--- config.mk ---
export PLATFORM = sky130hd
export DESIGN_NAME = addsub_serial
export DESIGN_NICKNAME = d
export VERILOG_FILES = /design/src/rtl/addsub_pkg.sv /design/src/rtl/addsub_slice.sv /design/src/rtl/addsub_serial.sv
export SDC_FILE = /design/constraint.sdc
export NUM_CORES = 1
export LEC_CHECK = 0
export BUFFER_PORTS_ARGS = -buffer_cell sky130_fd_sc_hd__buf_2
export CAP_MARGIN = 5
export CORE_AREA = 2 2 112 87
export DETAILED_ROUTE_END_ITERATION = 6
export DIE_AREA = 0 0 114 89
export SLEW_MARGIN = 40
export SYNTH_ARGS = -nofsm -noshare
export SYNTH_HDL_FRONTEND = slang
export SYNTH_HIERARCHICAL = 1
export SYNTH_SLANG_ARGS = --single-unit
--- constraint.sdc ---
create_clock -name clk -period 4.2 [get_ports clk]
set_clock_uncertainty 0.2 [all_clocks]
set_input_delay 0.63 -clock clk [delete_from_list [all_inputs] [get_ports clk]]
set_output_delay 0.63 -clock clk [all_outputs]
set_load 0.01 [all_outputs]
--- src/rtl/addsub_pkg.sv ---
// rtl/addsub_pkg.sv - shared types and helpers for the digit-serial add/subtract unit
package addsub_pkg;

    typedef enum logic [1:0] {
        OP_ADD = 2'b00,
        OP_SUB = 2'b01,
        OP_ADC = 2'b10,
        OP_SBC = 2'b11
    } op_t;

    typedef enum logic [1:0] {
        IDLE = 2'b00,
        RUN  = 2'b01,
        DONE = 2'b10
    } state_t;

    localparam int MAX_BITS = 64;

    // Most positive value for a non-negative operand, most negative otherwise,
    // in the low `width` bits.
    function automatic logic [MAX_BITS-1:0] sat_word(input int width, input logic neg);
        logic [MAX_BITS-1:0] w;
        w = '0;
        for (int i = 0; i < MAX_BITS; i++) begin
            if (i < width - 1)
                w[i] = ~neg;
            else if (i == width - 1)
                w[i] = neg;
        end
        return w;
    endfunction

endpackage

--- src/rtl/addsub_slice.sv ---
// rtl/addsub_slice.sv - combinational SLICE-bit ripple adder with optional b inversion
module addsub_slice #(
    parameter int SLICE = 4
) (
    input  logic [SLICE-1:0] a,
    input  logic [SLICE-1:0] b,
    input  logic             cin,
    input  logic             inv_b,
    output logic [SLICE-1:0] sum,
    output logic             cout,
    output logic             c_msb
);

    logic [SLICE-1:0] bb;
    logic [SLICE:0]   cc;

    always_comb begin
        bb    = b ^ {SLICE{inv_b}};
        cc    = '0;
        sum   = '0;
        cc[0] = cin;
        for (int i = 0; i < SLICE; i++) begin
            sum[i]  = a[i] ^ bb[i] ^ cc[i];
            cc[i+1] = (a[i] & bb[i]) | (cc[i] & (a[i] ^ bb[i]));
        end
        cout  = cc[SLICE];
        c_msb = cc[SLICE-1];
    end

endmodule

--- src/rtl/addsub_serial.sv ---
// rtl/addsub_serial.sv - digit-serial add/subtract with carry chaining, saturation and condition codes
module addsub_serial
    import addsub_pkg::*;
#(
    parameter int nBITS = 16,
    parameter int SLICE = 4
) (
    input  logic             clk,
    input  logic             reset_n,
    input  logic             in_valid,
    output logic             in_ready,
    input  logic [nBITS-1:0] x,
    input  logic [nBITS-1:0] y,
    input  logic [1:0]       op,
    input  logic             sat,
    output logic             out_valid,
    input  logic             out_ready,
    output logic [nBITS-1:0] result,
    output logic             ccn,
    output logic             ccz,
    output logic             ccv,
    output logic             ccc
);

    localparam int NSLICE = nBITS / SLICE;
    localparam int CW     = (NSLICE > 1) ? $clog2(NSLICE) : 1;

    state_t            state, state_nx;
    logic [CW-1:0]     k;
    logic [nBITS-1:0]  xr, yr, acc, raw_full, res_final, sat_val;
    logic              inv_r, sat_r, carry;
    logic [SLICE-1:0]  s_sum;
    logic              s_cout, s_cmsb, last, accept, v_raw;

    assign accept = in_valid && (state == IDLE);
    assign last   = (k == CW'(NSLICE - 1));

    addsub_slice #(.SLICE(SLICE)) u_slice (
        .a     (xr[int'(k)*SLICE +: SLICE]),
        .b     (yr[int'(k)*SLICE +: SLICE]),
        .cin   (carry),
        .inv_b (inv_r),
        .sum   (s_sum),
        .cout  (s_cout),
        .c_msb (s_cmsb)
    );

    // Result as it stands once the current slice is merged in; only the
    // last-slice value is ever committed to result.
    always_comb begin
        raw_full = acc;
        raw_full[int'(k)*SLICE +: SLICE] = s_sum;
        sat_val   = nBITS'(sat_word(nBITS, xr[nBITS-1]));
        v_raw     = s_cmsb ^ s_cout;
        res_final = (sat_r && v_raw) ? sat_val : raw_full;
    end

    always_ff @(posedge clk or negedge reset_n) begin
        if (!reset_n)
            state <= IDLE;
        else
            state <= state_nx;
    end

    always_comb begin
        state_nx = state;
        case (state)
            IDLE:    if (accept) state_nx = RUN;
            RUN:     if (last) state_nx = DONE;
            DONE:    if (out_ready) state_nx = IDLE;
            default: state_nx = IDLE;
        endcase
    end

    always_comb begin
        in_ready  = (state == IDLE);
        out_valid = (state == DONE);
    end

    always_ff @(posedge clk or negedge reset_n) begin
        if (!reset_n) begin
            xr     <= '0;
            yr     <= '0;
            acc    <= '0;
            inv_r  <= 1'b0;
            sat_r  <= 1'b0;
            carry  <= 1'b0;
            k      <= '0;
            result <= '0;
            ccn    <= 1'b0;
            ccz    <= 1'b0;
            ccv    <= 1'b0;
            ccc    <= 1'b0;
        end else if (accept) begin
            xr    <= x;
            yr    <= y;
            sat_r <= sat;
            acc   <= '0;
            k     <= '0;
            case (op_t'(op))
                OP_ADD:  begin carry <= 1'b0; inv_r <= 1'b0; end
                OP_SUB:  begin carry <= 1'b1; inv_r <= 1'b1; end
                OP_ADC:  begin carry <= ccc;  inv_r <= 1'b0; end
                default: begin carry <= ccc;  inv_r <= 1'b1; end
            endcase
        end else if (state == RUN) begin
            acc[int'(k)*SLICE +: SLICE] <= s_sum;
            carry <= s_cout;
            k     <= k + 1'b1;
            if (last) begin
                result <= res_final;
                ccn    <= res_final[nBITS-1];
                ccz    <= (res_final == '0);
                ccv    <= v_raw;
                ccc    <= s_cout;
            end
        end
    end

endmodule

==> metrics.txt, run 1 <==
status finished clean; Max Cap Viol 0; critical path buffer and inverter count 1; Crit. path cell count 11; Routed WL 8837 µm; vias in the first global route 2851; Layout area overhead 18.77%; wire length of the first global-routing pass ~15000 µm; Core Footprint between 8000 and 9000 µm²; Cells after DPL 536; CP Data Required Time between 4000 and 5000 ps; crit path time final between 3000 and 4000 ps; final cell count without fillers between 500 and 600; Worst path max stage delay 760 ps; Crit-path slowest cell fa_1; initial core utilization 41.57%; Crit Path Category flop to flop; clock sink count 74; element type at the critical path start flop; WL/cell about 16 µm; setup TNS 0 ps; syn_nets 425; DR vias/cell roughly 5.3; Mapped Cells between 300 and 400; largest net degree at the start of global routing 47; worst-skew pair later-pin latency between 300 and 400 ps; initial antenna violation count 0; number of I/O pins slightly above 60; cell family with most CP delay adder cells; fmax 0.2559 GHz; chip height slightly below 90 µm; Most Frequent Cell on Critical Path fa_1; Mapped Area approximately 3700 µm²; Die X 114 µm; reg2reg path depth 11; RePlAce Congestion 0.8343; Port Buffers 60; Final Max Tran Viols 0; hold crit path type input pin to asynchronous set/reset pin; # diodes 0; Synth Register Bits between 70 and 80; critical-path maximum fanout 7; global route overflow 0; Global Route Usage Sum between 10% and 20%; CTS tree yes; Place WS around 140 ps; # DRC 0; crit-path cells mux4_2, xnor2_1, fa_1, inv_1, fa_1, fa_1, nand2_1, o32ai_1, and4bb_1, nand4_1, o31ai_1; H-tree depth 3; Longest Clk Path Bufs 2; Final #Nets 484; power per cell area between 900 and 1000 nW/µm²; register area share after synthesis 49.87%; leakage approximately 2.3 nW; post-route ant nets 0; RSZ-0062 raised after global routing no; leading cell type in the layout, fill and taps excluded nand2_1; number of cell rows 30; FFs w/ async S/R, synth between 90% and 100%; Critical Path AT a little under 4000 ps; synth warn 6; postcts setup bufs 0; Initial DRT Pass Iterations 5; Slew @ Worst Pin approximately 770 ps; headroom to the max-slew limit ~48%; EDFF count, synth 0; die area ~10000 µm²; post-synth cell types 52; fraction of layout cells with a size suffix above 1 around 25%; CTS buffer count 9; Root Driver clkbuf_16; Synth Flop Type dfrtp_1; Critical Path Sink Type flop; Final setup violation count 0; most frequent cells in the layout nand2_1, dfrtp_1, buf_2; fillcell total about 860; clock-pin slew on the worst setup and hold paths around 60 ps; Worst Setup Slack, final about 300 ps; Final HPWL DP ~6300 µm; Final Hold Viols 0; Tcrit/Tclk final 93.05%; syn avg cell area a little under 10 µm²; initial drt markers 270; routed vias 2894; Max rail drop VDD approximately 640 µV
-- power breakdown --
group	switching (mW)	internal, mW
clock	0.283	0.471
sequential	0.213	1.02
combinational	1.50	0.840
total	2.00	2.33
-- area by class of cell --
cell class	count	area [µm²]	area share, %
Tap cell	112	140.1	3.177
Sequential cell	74	1853	42.01
Clock buffer	12	246.5	5.589
Inverter	16	60.06	1.362
Multi-Input combinational cell	266	1710	38.78
Clock inverter	3	40.04	0.9078
Timing Repair Buffer	68	360.3	8.170
-- state kept, by name, summed over array words and instances (netlist names) --
name    count
acc        16
result     16
xr         16
yr         16
k           2
state       2
carry       1
ccc         1
ccv         1
ccz         1
inv_r       1
sat_r       1
-- what timing repair did --
| item | CTS | global route |
|---|---|---|
| hold buffers | 0 | 0 |
| resized for setup | 0 | 4 |
| setup endpoints to repair | 0 | 16 |
| endpoints found under the hold margin | 0 | 0 |
-- Yosys cell counts (2+ instances only) --
cell type  instances  share of area, %
a211oi_1           6               1.2
a21o_1             8               1.6
a21oi_1            7              0.94
a221o_2            2              0.61
a22o_1             8               1.9
a22oi_1            2              0.40
a32o_1             2              0.54
and2_1             2              0.34
buf_2              3              0.40
buf_4              2              0.40
buf_6              2              0.61
clkbuf_1          12               1.2
dfrtp_1           74                50
fa_1               4               2.2
ha_1               6               2.0
inv_1             14               1.4
inv_2              2              0.20
mux2_2             2              0.61
mux4_2             8               4.9
nand2_1          125                13
nand2b_1           3              0.51
nand3_1           10               1.3
nor2_1             7              0.71
nor2b_1            6               1.0
nor4_4             3               1.7
o21ai_0           23               3.1
o21bai_1           2              0.40
o31ai_1            4              0.81
xnor2_1            2              0.47
xor2_1             3              0.71
-- path summary, 6_finish.rpt --
check                              startpoint            endpoint  slack, ps
setup / recovery             k[0]$_DFFE_PN0P_     ccz$_DFFE_PN0P_        290
hold / removal                        reset_n   yr[9]$_DFFE_PN0P_        130
setup reg to reg             k[0]$_DFFE_PN0P_     ccz$_DFFE_PN0P_        290
hold reg to reg            xr[10]$_DFFE_PN0P_  xr[10]$_DFFE_PN0P_        270
max in group asynchronous             reset_n    k[0]$_DFFE_PN0P_       3250
min in group clk           xr[10]$_DFFE_PN0P_  xr[10]$_DFFE_PN0P_        270
-- metrics by stage --
step,power (mW),util [%],area [µm²],hold WS [ps]
floorplan,2.861,-,3714,134.4
global placement,3.501,46.04,4113,252.1
detailed placement,3.528,46.04,4113,259.0
CTS,4.293,49.24,4399,140.1
global route,4.634,49.37,4410,174.1
finish,4.330,49.37,4410,129.6
-- layer usage --
metal	part of all wire [%]	track usage, %	vias up
met4	1.8	7.095	0
met2	43	27.60	88
met3	5.4	4.949	13
li1	-	-	1393
met1	50	28.08	1400
met5	0	0	-
-- kinds of logic after synthesis --
| family | after synthesis | share of synthesized area, % |
|---|---|---|
| flops | 74 | 49.87 |
| mux | 11 | 5.728 |
| buf+inv | 36 | 4.346 |
| compound gates | 75 | 14.29 |
| xor+xnor | 5 | 1.179 |
| fa+ha+maj | 10 | 4.178 |
| simple gates | 165 | 20.42 |
(Power assumes the default switching activity.)
==> run 2, diff against run 1 <==
MAX_ROUTING_LAYER = met4   (was unset)
==> run 2 against run 1 <==
Net effect: global-route usage decreased by 0.073 points; critical path type unchanged; via count decreased by 1.7%; worst setup slack improved by 30 ps.
==> metrics.txt, run 2 (synthesis results as in run 1) <==
status finished clean (unchanged); Die X 114 µm (unchanged); # diodes 0 (unchanged); Placed Area 4124 µm² (was 4113 µm²); Slew @ Worst Pin 815.1 ps (was 771.3 ps); CTS buffer count 9 (unchanged); Final setup violation count 0 (unchanged); reg2reg path depth 13 (was 11); largest net degree at the start of global routing 75 (was 47); wire length of the first global-routing pass 14350 µm (was 14880 µm); Int Power 2.391 mW (was 2.332 mW); Flop pwr share 28.0% (was 28.5%); global route overflow 0 (unchanged); Final #Nets 485 (was 484); clock sink count 74 (unchanged); Worst Setup Slack, final 322.0 ps (was 291.9 ps); Net Sw Power 1.971 mW (was 1.998 mW); Cells after DPL 537 (was 536); Reg2Reg Setup Slack 320 ps (was 290 ps); Port Buffers 60 (unchanged); most frequent cells in the layout nand2_1, dfrtp_1, buf_2 (unchanged); worst flop-to-flop path endpoint result[2]$_DFFE_PN0P_ (was ccz$_DFFE_PN0P_); RePlAce Congestion 0.8630 (was 0.8343); Max Cap Viol 0 (unchanged); Clock power frac 18.7% (was 17.4%); Initial DRT Pass Iterations 5 (unchanged); fmax 0.2579 GHz (was 0.2559 GHz); number of I/O pins 61 (unchanged); hold_buf cts 0 (unchanged); Final Hold Viols 0 (unchanged); Crit Path Category flop to flop (unchanged); routed vias 2844 (was 2894); initial antenna violation count 0 (unchanged); Critical Path End result[2]$_DFFE_PN0P_ (was ccz$_DFFE_PN0P_); final instance area 4448 µm² (was 4410 µm²); leakage 2.272 nW (was 2.256 nW); initial core utilization 41.57% (unchanged); final cell count without fillers 553 (was 551); Layout area overhead 19.78% (was 18.77%); WL/cell 15.49 µm (was 16.04 µm); hold crit path type input pin to asynchronous set/reset pin (unchanged); worst-skew pair later-pin latency 340 ps (was 330 ps); critical-path maximum fanout 10 (was 7); leading cell type in the layout, fill and taps excluded nand2_1 (unchanged); fraction of layout cells with a size suffix above 1 25.62% (was 25.28%); Routed WL 8565 µm (was 8837 µm); Worst R2R Start k[0]$_DFFE_PN0P_ (unchanged); crit path from k[0]$_DFFE_PN0P_ (unchanged); Critical Path Sink Type flop (unchanged); die area 10150 µm² (unchanged); Place WS 220.9 ps (was 142.4 ps); Core Footprint 8934 µm² (unchanged); Root Driver clkbuf_16 (unchanged); element type at the critical path start flop (unchanged); Tcrit/Tclk final 92.33% (was 93.05%); logic gate share of total power 53.3% (was 54.1%); Final Max Tran Viols 0 (unchanged); setup TNS 0 ps (unchanged); Max rail drop VDD 588.3 µV (was 639.6 µV); H-tree depth 3 (unchanged); Final HPWL DP 6202 µm (was 6297 µm); power per cell area 980.6 nW/µm² (was 981.7 nW/µm²); initial drt markers 257 (was 270); DR vias/cell 5.143 (was 5.252); # DRC 0 (unchanged); Global Route Usage Sum 19.10% (was 19.17%); headroom to the max-slew limit 45.66% (was 48.47%); crit path time final 3878 ps (was 3908 ps); chip height 89 µm (unchanged); clock-pin slew on the worst setup and hold paths 60 ps (about the same); CP Data Required Time 4220 ps (was 4210 ps); vias in the first global route 2834 (was 2851); number of cell rows 30 (unchanged); CTS tree yes (unchanged); Sw Ratio 45.19% (was 46.14%); Critical Path AT 3890 ps (was 3920 ps); post-route ant nets 0 (unchanged); RSZ-0062 raised after global routing no (unchanged); Longest Clk Path Bufs 2 (unchanged)
run 2: changes by cell type in the layout (fill, tap and decap cells not counted), sizes merged:
cell      change
clkinv        +1
clkinvlp      +2
clkbuf        -3
bufinv        +1
buf           +1
run 2: worst min path at each step:
stage | cells after the start | from | slack [ps] | end
3_3_place_gp | 1 | result[7]$_DFFE_PN0P_ | 260 | result[7]$_DFFE_PN0P_
3_5_place_dp | 1 | result[13]$_DFFE_PN0P_ | 260 | result[13]$_DFFE_PN0P_
5_1_grt | 2 | reset_n | 260 | yr[10]$_DFFE_PN0P_
4_1_cts | 2 | reset_n | 230 | yr[10]$_DFFE_PN0P_
6_report | 2 | reset_n | 180 | yr[10]$_DFFE_PN0P_
2_1_floorplan | 0 | reset_n | 130 | acc[0]$_DFFE_PN0P_
run 2: critical path, stage by stage, from the launching register on:
cell and delay [ps]:
dfrtp_1 410, mux4_2 540, xnor2_1 260, fa_1 210
inv_1 50, fa_1 380, fa_1 400, inv_1 90
fa_1 160, inv_1 60, xor2_1 200, and2_2 280
a221o_2 310, a22o_1 190
run 2: routing by layer:
metal	routed length (µm)	track usage [%]
met3	384	4.136
met2	3695	27.38
met1	4355	26.91
met5	0	-
met4	129	6.652
run 2: layout make-up:
class | instances | area [µm²]
fillers | 856 | 4486
flip-flops and latches | 74 | 1852
multi-input cells | 266 | 1705
repair buffers | 69 | 371.6
clock buffers | 9 | 225.2
well taps | 112 | 140.1
clock inverters | 7 | 93.84
inverters | 16 | 60.06
run 2: power groups by stage:
stage                     Clock [mW]  Sequential, mW  Combinational, mW
after global placement             0            1.22               2.28
after CTS                      0.835            1.22               2.32
after detailed placement           0            1.23               2.31
after global routing           0.864            1.26               2.57
after floorplan                    0            1.20               1.66
final                          0.816            1.22               2.33
run 2: timing repair:
action | in CTS | in global routing
gates resized for setup | 0 | 2
setup endpoints to repair | 0 | 2
setup buffers | 0 | 0
run 2: through the flow:
stage / utilization [%] / total power [mW] / hold slack, ps
2_1_floorplan: - / 2.861 / 134.4
3_3_place_gp: 46.12 / 3.502 / 256.4
3_5_place_dp: 46.16 / 3.538 / 261.9
4_1_cts: 49.73 / 4.370 / 231.6
5_1_grt: 49.79 / 4.696 / 262.4
6_report: 49.79 / 4.362 / 178.9
